### src/rtl/div_unit.sv
// div_unit: iterative radix-2 restoring divider for RV32M DIV/DIVU/REM/REMU (34-cycle latency).
// Optional macro DIV_EARLY_EXIT_EN: skip the iteration loop when b==0 or |b| > |a| (latency 2).
module div_unit #(
  parameter int XLEN = 32
) (
  input  logic            clk,
  input  logic            rstn,
  input  logic            start,
  input  logic [1:0]      op,
  input  logic [XLEN-1:0] a,
  input  logic [XLEN-1:0] b,
  output logic            busy,
  output logic            done,
  output logic [XLEN-1:0] result
);

  localparam logic [1:0] DIV_OP_DIV  = 2'b00;
  localparam logic [1:0] DIV_OP_DIVU = 2'b01;
  localparam logic [1:0] DIV_OP_REM  = 2'b10;
  localparam logic [1:0] DIV_OP_REMU = 2'b11;

  localparam logic [1:0] IDLE = 2'd0;
  localparam logic [1:0] PREP = 2'd1;
  localparam logic [1:0] ITER = 2'd2;
  localparam logic [1:0] FIN  = 2'd3;

  localparam int CW = $clog2(XLEN);
  localparam logic [CW-1:0] LAST = CW'(XLEN - 1);

  logic [1:0]      state;
  logic [1:0]      op_q;
  logic [XLEN-1:0] a_q;
  logic [XLEN-1:0] b_q;
  logic [XLEN-1:0] div_q;
  logic [XLEN-1:0] quo;
  logic [XLEN-1:0] rem;
  logic [CW-1:0]   cnt;
  logic            qsign;
  logic            rsign;

  logic            is_signed;
  logic            sel_quo;
  logic [XLEN-1:0] a_mag;
  logic [XLEN-1:0] b_mag;
  logic            b_zero;
  logic            early;
  logic [XLEN:0]   rem_sh;
  logic [XLEN-1:0] rem_sub;
  logic            ge;
  logic [XLEN-1:0] q_fin;
  logic [XLEN-1:0] r_fin;

  function automatic logic [XLEN-1:0] neg(input logic [XLEN-1:0] v);
    return ~v + {{(XLEN-1){1'b0}}, 1'b1};
  endfunction

  // Operand magnitudes, one restoring step and final sign correction.
  always_comb begin
    is_signed = (op_q == DIV_OP_DIV) || (op_q == DIV_OP_REM);
    sel_quo   = (op_q == DIV_OP_DIV) || (op_q == DIV_OP_DIVU);
    b_zero    = (b_q == {XLEN{1'b0}});
    if (is_signed && a_q[XLEN-1]) begin
      a_mag = neg(a_q);
    end else begin
      a_mag = a_q;
    end
    if (is_signed && b_q[XLEN-1]) begin
      b_mag = neg(b_q);
    end else begin
      b_mag = b_q;
    end
`ifdef DIV_EARLY_EXIT_EN
    early = b_zero || (b_mag > a_mag);
`else
    early = 1'b0;
`endif
    // Partial remainder never exceeds the divisor, so the low XLEN bits of the difference are exact.
    rem_sh  = {rem, quo[XLEN-1]};
    ge      = (rem_sh >= {1'b0, div_q});
    rem_sub = rem_sh[XLEN-1:0] - div_q;
    if (qsign) begin
      q_fin = neg(quo);
    end else begin
      q_fin = quo;
    end
    if (rsign) begin
      r_fin = neg(rem);
    end else begin
      r_fin = rem;
    end
  end

  // Control FSM and datapath registers.
  always_ff @(posedge clk or negedge rstn) begin
    if (!rstn) begin
      state  <= IDLE;
      op_q   <= 2'b00;
      a_q    <= {XLEN{1'b0}};
      b_q    <= {XLEN{1'b0}};
      div_q  <= {XLEN{1'b0}};
      quo    <= {XLEN{1'b0}};
      rem    <= {XLEN{1'b0}};
      cnt    <= {CW{1'b0}};
      qsign  <= 1'b0;
      rsign  <= 1'b0;
      busy   <= 1'b0;
      done   <= 1'b0;
      result <= {XLEN{1'b0}};
    end else begin
      done <= 1'b0;
      case (state)
        IDLE: begin
          if (start) begin
            op_q  <= op;
            a_q   <= a;
            b_q   <= b;
            busy  <= 1'b1;
            state <= PREP;
          end else begin
            state <= IDLE;
          end
        end
        PREP: begin
          div_q <= b_mag;
          cnt   <= LAST;
          // Divide-by-zero keeps the all-ones quotient unsigned.
          qsign <= is_signed && (a_q[XLEN-1] ^ b_q[XLEN-1]) && !b_zero;
          rsign <= is_signed && a_q[XLEN-1];
          if (early) begin
            quo   <= b_zero ? {XLEN{1'b1}} : {XLEN{1'b0}};
            rem   <= a_mag;
            state <= FIN;
          end else begin
            quo   <= a_mag;
            rem   <= {XLEN{1'b0}};
            state <= ITER;
          end
        end
        ITER: begin
          if (ge) begin
            rem <= rem_sub;
            quo <= {quo[XLEN-2:0], 1'b1};
          end else begin
            rem <= rem_sh[XLEN-1:0];
            quo <= {quo[XLEN-2:0], 1'b0};
          end
          if (cnt == {CW{1'b0}}) begin
            state <= FIN;
          end else begin
            cnt   <= cnt - {{(CW-1){1'b0}}, 1'b1};
            state <= ITER;
          end
        end
        FIN: begin
          result <= sel_quo ? q_fin : r_fin;
          done   <= 1'b1;
          busy   <= 1'b0;
          state  <= IDLE;
        end
        default: begin
          busy  <= 1'b0;
          state <= IDLE;
        end
      endcase
    end
  end

endmodule

### config.mk
export PLATFORM = sky130hd
export DESIGN_NAME = div_unit
export DESIGN_NICKNAME = d
export VERILOG_FILES = /design/src/rtl/div_unit.sv
export SDC_FILE = /design/constraint.sdc
export NUM_CORES = 1
export LEC_CHECK = 0
export BUFFER_PORTS_ARGS = -buffer_cell sky130_fd_sc_hd__buf_2
export CORE_UTILIZATION = 60
export CTS_BUF_LIST = sky130_fd_sc_hd__clkbuf_4
export DETAILED_ROUTE_END_ITERATION = 8
export GPL_TIMING_DRIVEN = 0
export PLACE_DENSITY = 0.77
export SLEW_MARGIN = 40
export SYNTH_ARGS = -nofsm -noshare
export SYNTH_HDL_FRONTEND = slang
export SYNTH_SLANG_ARGS = --single-unit
### constraint.sdc
create_clock -name clk -period 5.4 [get_ports clk]
set_clock_uncertainty 0.15 [all_clocks]
set_input_delay 0.27 -clock clk [delete_from_list [all_inputs] [get_ports clk]]
set_output_delay 0.27 -clock clk [all_outputs]
set_load 0.05 [all_outputs]
==> summary.md <==
| Metric | Value |
|---|---|
| Fin crit share | `69.6%` |
| Skew-Pair Late Insertion Delay | `0.75 ns` |
| Die Width | `149 um` |
| Sequential area share after synthesis | `39.7%` |
| Top-count cell post-synth | `dfrtp_1` |
| EDFF count, synth | `0` |
| Final hold vios | `0` |
| Metal2 WL | `16700 um` |
| # IOs | `103` |
| Congestion Overflow GR | `0` |
| CP bufs+invs | `2` |
| Area share of the largest cell type after synthesis | `39.7%` |
| Drt pass-1 iters | `6` |
| Commonest cells post-synth | `dfrtp_1 (205), a21oi_1 (124), nor2_1 (113)` |
| Unrepaired setup endpoints after global routing | `false` |
| Area Overhead vs Synth | `18.2%` |
| Status | `complete, no violations` |
| Critical path class | `flop to flop` |
| Final WL | `36900 um` |
| DP HPWL | `26900 um` |
| Initial antenna violation count | `1` |
| Clk sinks | `205` |
| Vias per inst | `6.07` |
| Worst-Margin Slew | `0.808 ns` |
| Period minus WS final | `3.76 ns` |
| MaxCap Viol Count | `0` |
| Largest area contributor in the netlist | `dfrtp_1` |
| Post-CTS Setup Bufs | `0` |
| RR Startpoint | `rem[11]$_DFFE_PN0P_` |
| Worst setup EP type | `flop` |
| Ys flop type | `dfrtp_1` |
| Startpoint types | `flop` |
| Port bufs | `102` |
| Total GRT Usage | `34.0%` |
| Total chip power | `9.25 mW` |
| Rel. slew slack | `46.1%` |
| Reg2Reg Depth | `11` |
| Worst Hold Path Cells | `3` |
| Clock transition at path regs | `0.07 ns` |
| F_max | `266 MHz` |
| CP arrival | `4.23 ns` |
| Initial Util | `61.2%` |
| Routed Antenna Nets | `0` |
| Crit path max-delay family | `compound AO/OA/AOI/OAI gates` |
| Die H | `149 um` |
| Max Slew Vio Count | `0` |
| FFs w/ async S/R, synth | `100%` |
| DR top layer | `met4` |
| Clk buf depth | `3` |
| Cell area after synthesis | `12900 um^2` |
| DP Cell Count | `1769` |
| CP Max Fanout | `10` |
| Routed len/inst | `19.0 um` |
| WL met1 | `16300 um` |
| Mapped Cells | `1389` |
| Worst Setup SP | `rem[11]$_DFFE_PN0P_` |
| Hold path startpoint | `a[23]` |
| Routed vias | `11800` |
| CTS resizes | `0` |
| Core Area | `21100 um^2` |
| Synth top area cells | `dfrtp_1 (40%), mux2_2 (8.0%), xnor2_1 (5.1%)` |
| Synth cell types | `74` |
| Layout cells sized above 1 | `18.5%` |
| CTS tree | `done` |
| Synthesis Warnings | `0` |
| Slowest CP cell | `a2bb2oi_1` |
| Setup TNS | `0 ns` |
| Met3 routed WL | `2780 um` |
| Mean Syn Cell Area | `9.29 um^2` |
| CTS H-Tree Depth | `2` |
| Total stage count of the critical path | `11` |
| CP Cell Sequence | `ha_1, nand3_1, nor2_1, a211oi_1, a2bb2oi_1, o311a_1, o31a_1, buf_2, clkbuf_1, nand4_1, o311ai_1` |
| Max incr delay on CP | `0.50 ns` |
| Flops & latches, synth | `205` |
| Hold WC Path Type | `input port to flop` |
| Pwr/cell area | `607 nW/um^2` |
| CTS root buffer | `clkbuf_4` |
| Critical path required time | `5.87 ns` |
| First-pass GRT wire length | `58700 um` |
| Number of global-route vias before repair | `11300` |
| Gpl congestion | `0.936` |
| CTS buffer count | `56` |
| Die ar. | `22100 um^2` |
| Total leakage power | `6.75 nW` |
| Core Rows | `53` |
| Final non-filler cell total | `1940` |
| Post-Syn Nets | `1501` |
| 1st-iter DRT viols | `964` |
| Final setup viols | `0` |
| Maximum VDD drop | `0.000478 V` |
| Layout Nets | `1734` |
| Largest net degree at the start of global routing | `75` |
| Remaining DRCs | `0` |
==> sequential cells by signal (all words and copies together), names as in the netlist, 2 cells and up <==
signal	flops
b_q	32
a_q	32
op_q	2
div_q	32
cnt	5
quo	32
state	2
result	32
rem	32
==> cell type report <==
| class | count | area (um^2) |
|---|---|---|
| clock buffer | 81 | 608 |
| clock inverter | 19 | 88.8 |
| tap | 275 | 344 |
| timing repair buffer | 175 | 1300 |
| sequential | 205 | 5130 |
| multi-input combinational | 1036 | 7220 |
| inverter | 79 | 297 |
| buffer | 69 | 267 |
| antenna | 1 | 2.50 |
| fill | 1692 | 5830 |
==> layer usage <==
| metal | global-route usage (%) | vias to the layer above |
|---|---|---|
| met5 | 0 | - |
| met4 | 12.1 | 0 |
| met3 | 6.47 | 82 |
| met2 | 52.2 | 439 |
| met1 | 47.9 | 5754 |
| li1 | - | 5504 |
==> tightest hold or removal path, stage by stage <==
cell and delay, ns:
dlygate4sd3_1 0.52, buf_2 0.09, mux2_2 0.12
==> placed cells by master, fill, tap and decap left out, types with 16 or more instances in the layout <==
cell type	synthesis	routed
nand2_1	94	94
o31ai_1	26	26
nor2_1	113	113
mux2i_1	16	16
ha_1	42	42
o211ai_1	16	16
dlygate4sd3_1	0	69
nor3_1	21	21
o21ai_1	17	17
clkbuf_4	0	81
buf_2	1	103
o21ai_0	77	77
nand3_1	28	28
dfrtp_1	205	205
a21oi_1	124	124
clkbuf_1	59	58
inv_1	79	79
a21o_1	20	20
xor2_1	70	70
xnor2_1	75	75
mux2_2	92	92
==> report_power, final <==
group	total [mW]	leakage (nW)	internal [mW]	switching, mW
Combinational	4.94	3.87	1.89	3.06
Sequential	2.92	2.46	2.21	0.712
Clock	1.39	0.412	0.690	0.702
==> kinds of logic after synthesis <==
| group | share of synthesized area (%) |
|---|---|
| fa+ha+maj | 4.23 |
| compound gates | 19.2 |
| buf+inv | 4.35 |
| flops | 39.7 |
| xor+xnor | 9.84 |
| mux | 9.27 |
| simple gates | 13.4 |
==> through the flow <==
step | setup slack [ns] | util (%) | hold WS, ns | cell area [um^2]
after detailed placement | 1.76 | 65.7 | -0.0351 | 13900
after CTS | 1.74 | 72.3 | 0.120 | 15300
after global placement | 0.525 | 65.3 | 0.318 | 13800
after floorplan | 2.44 | - | -0.176 | 12900
final | 1.64 | 72.3 | 0.142 | 15300
after global routing | 1.51 | 72.3 | 0.140 | 15300
==> what timing repair did <==
action / CTS / global route
endpoints found under the setup margin: 0 / 0
endpoints found under the hold margin: 272 / 0
hold buffers: 70 / 0
==> path summary, 6_finish.rpt <==
path                                          end  slack (ns)
setup / recovery              rem[28]$_DFFE_PN0P_        1.64
hold / removal                a_q[23]$_DFFE_PN0P_        0.14
setup reg to reg              rem[28]$_DFFE_PN0P_        1.64
hold reg to reg            result[21]$_DFFE_PN0P_        0.33
max in group asynchronous      quo[3]$_DFFE_PN0P_        3.97
min in group asynchronous      a_q[3]$_DFFE_PN0P_        0.51
Power figures use the tool's default switching activity.
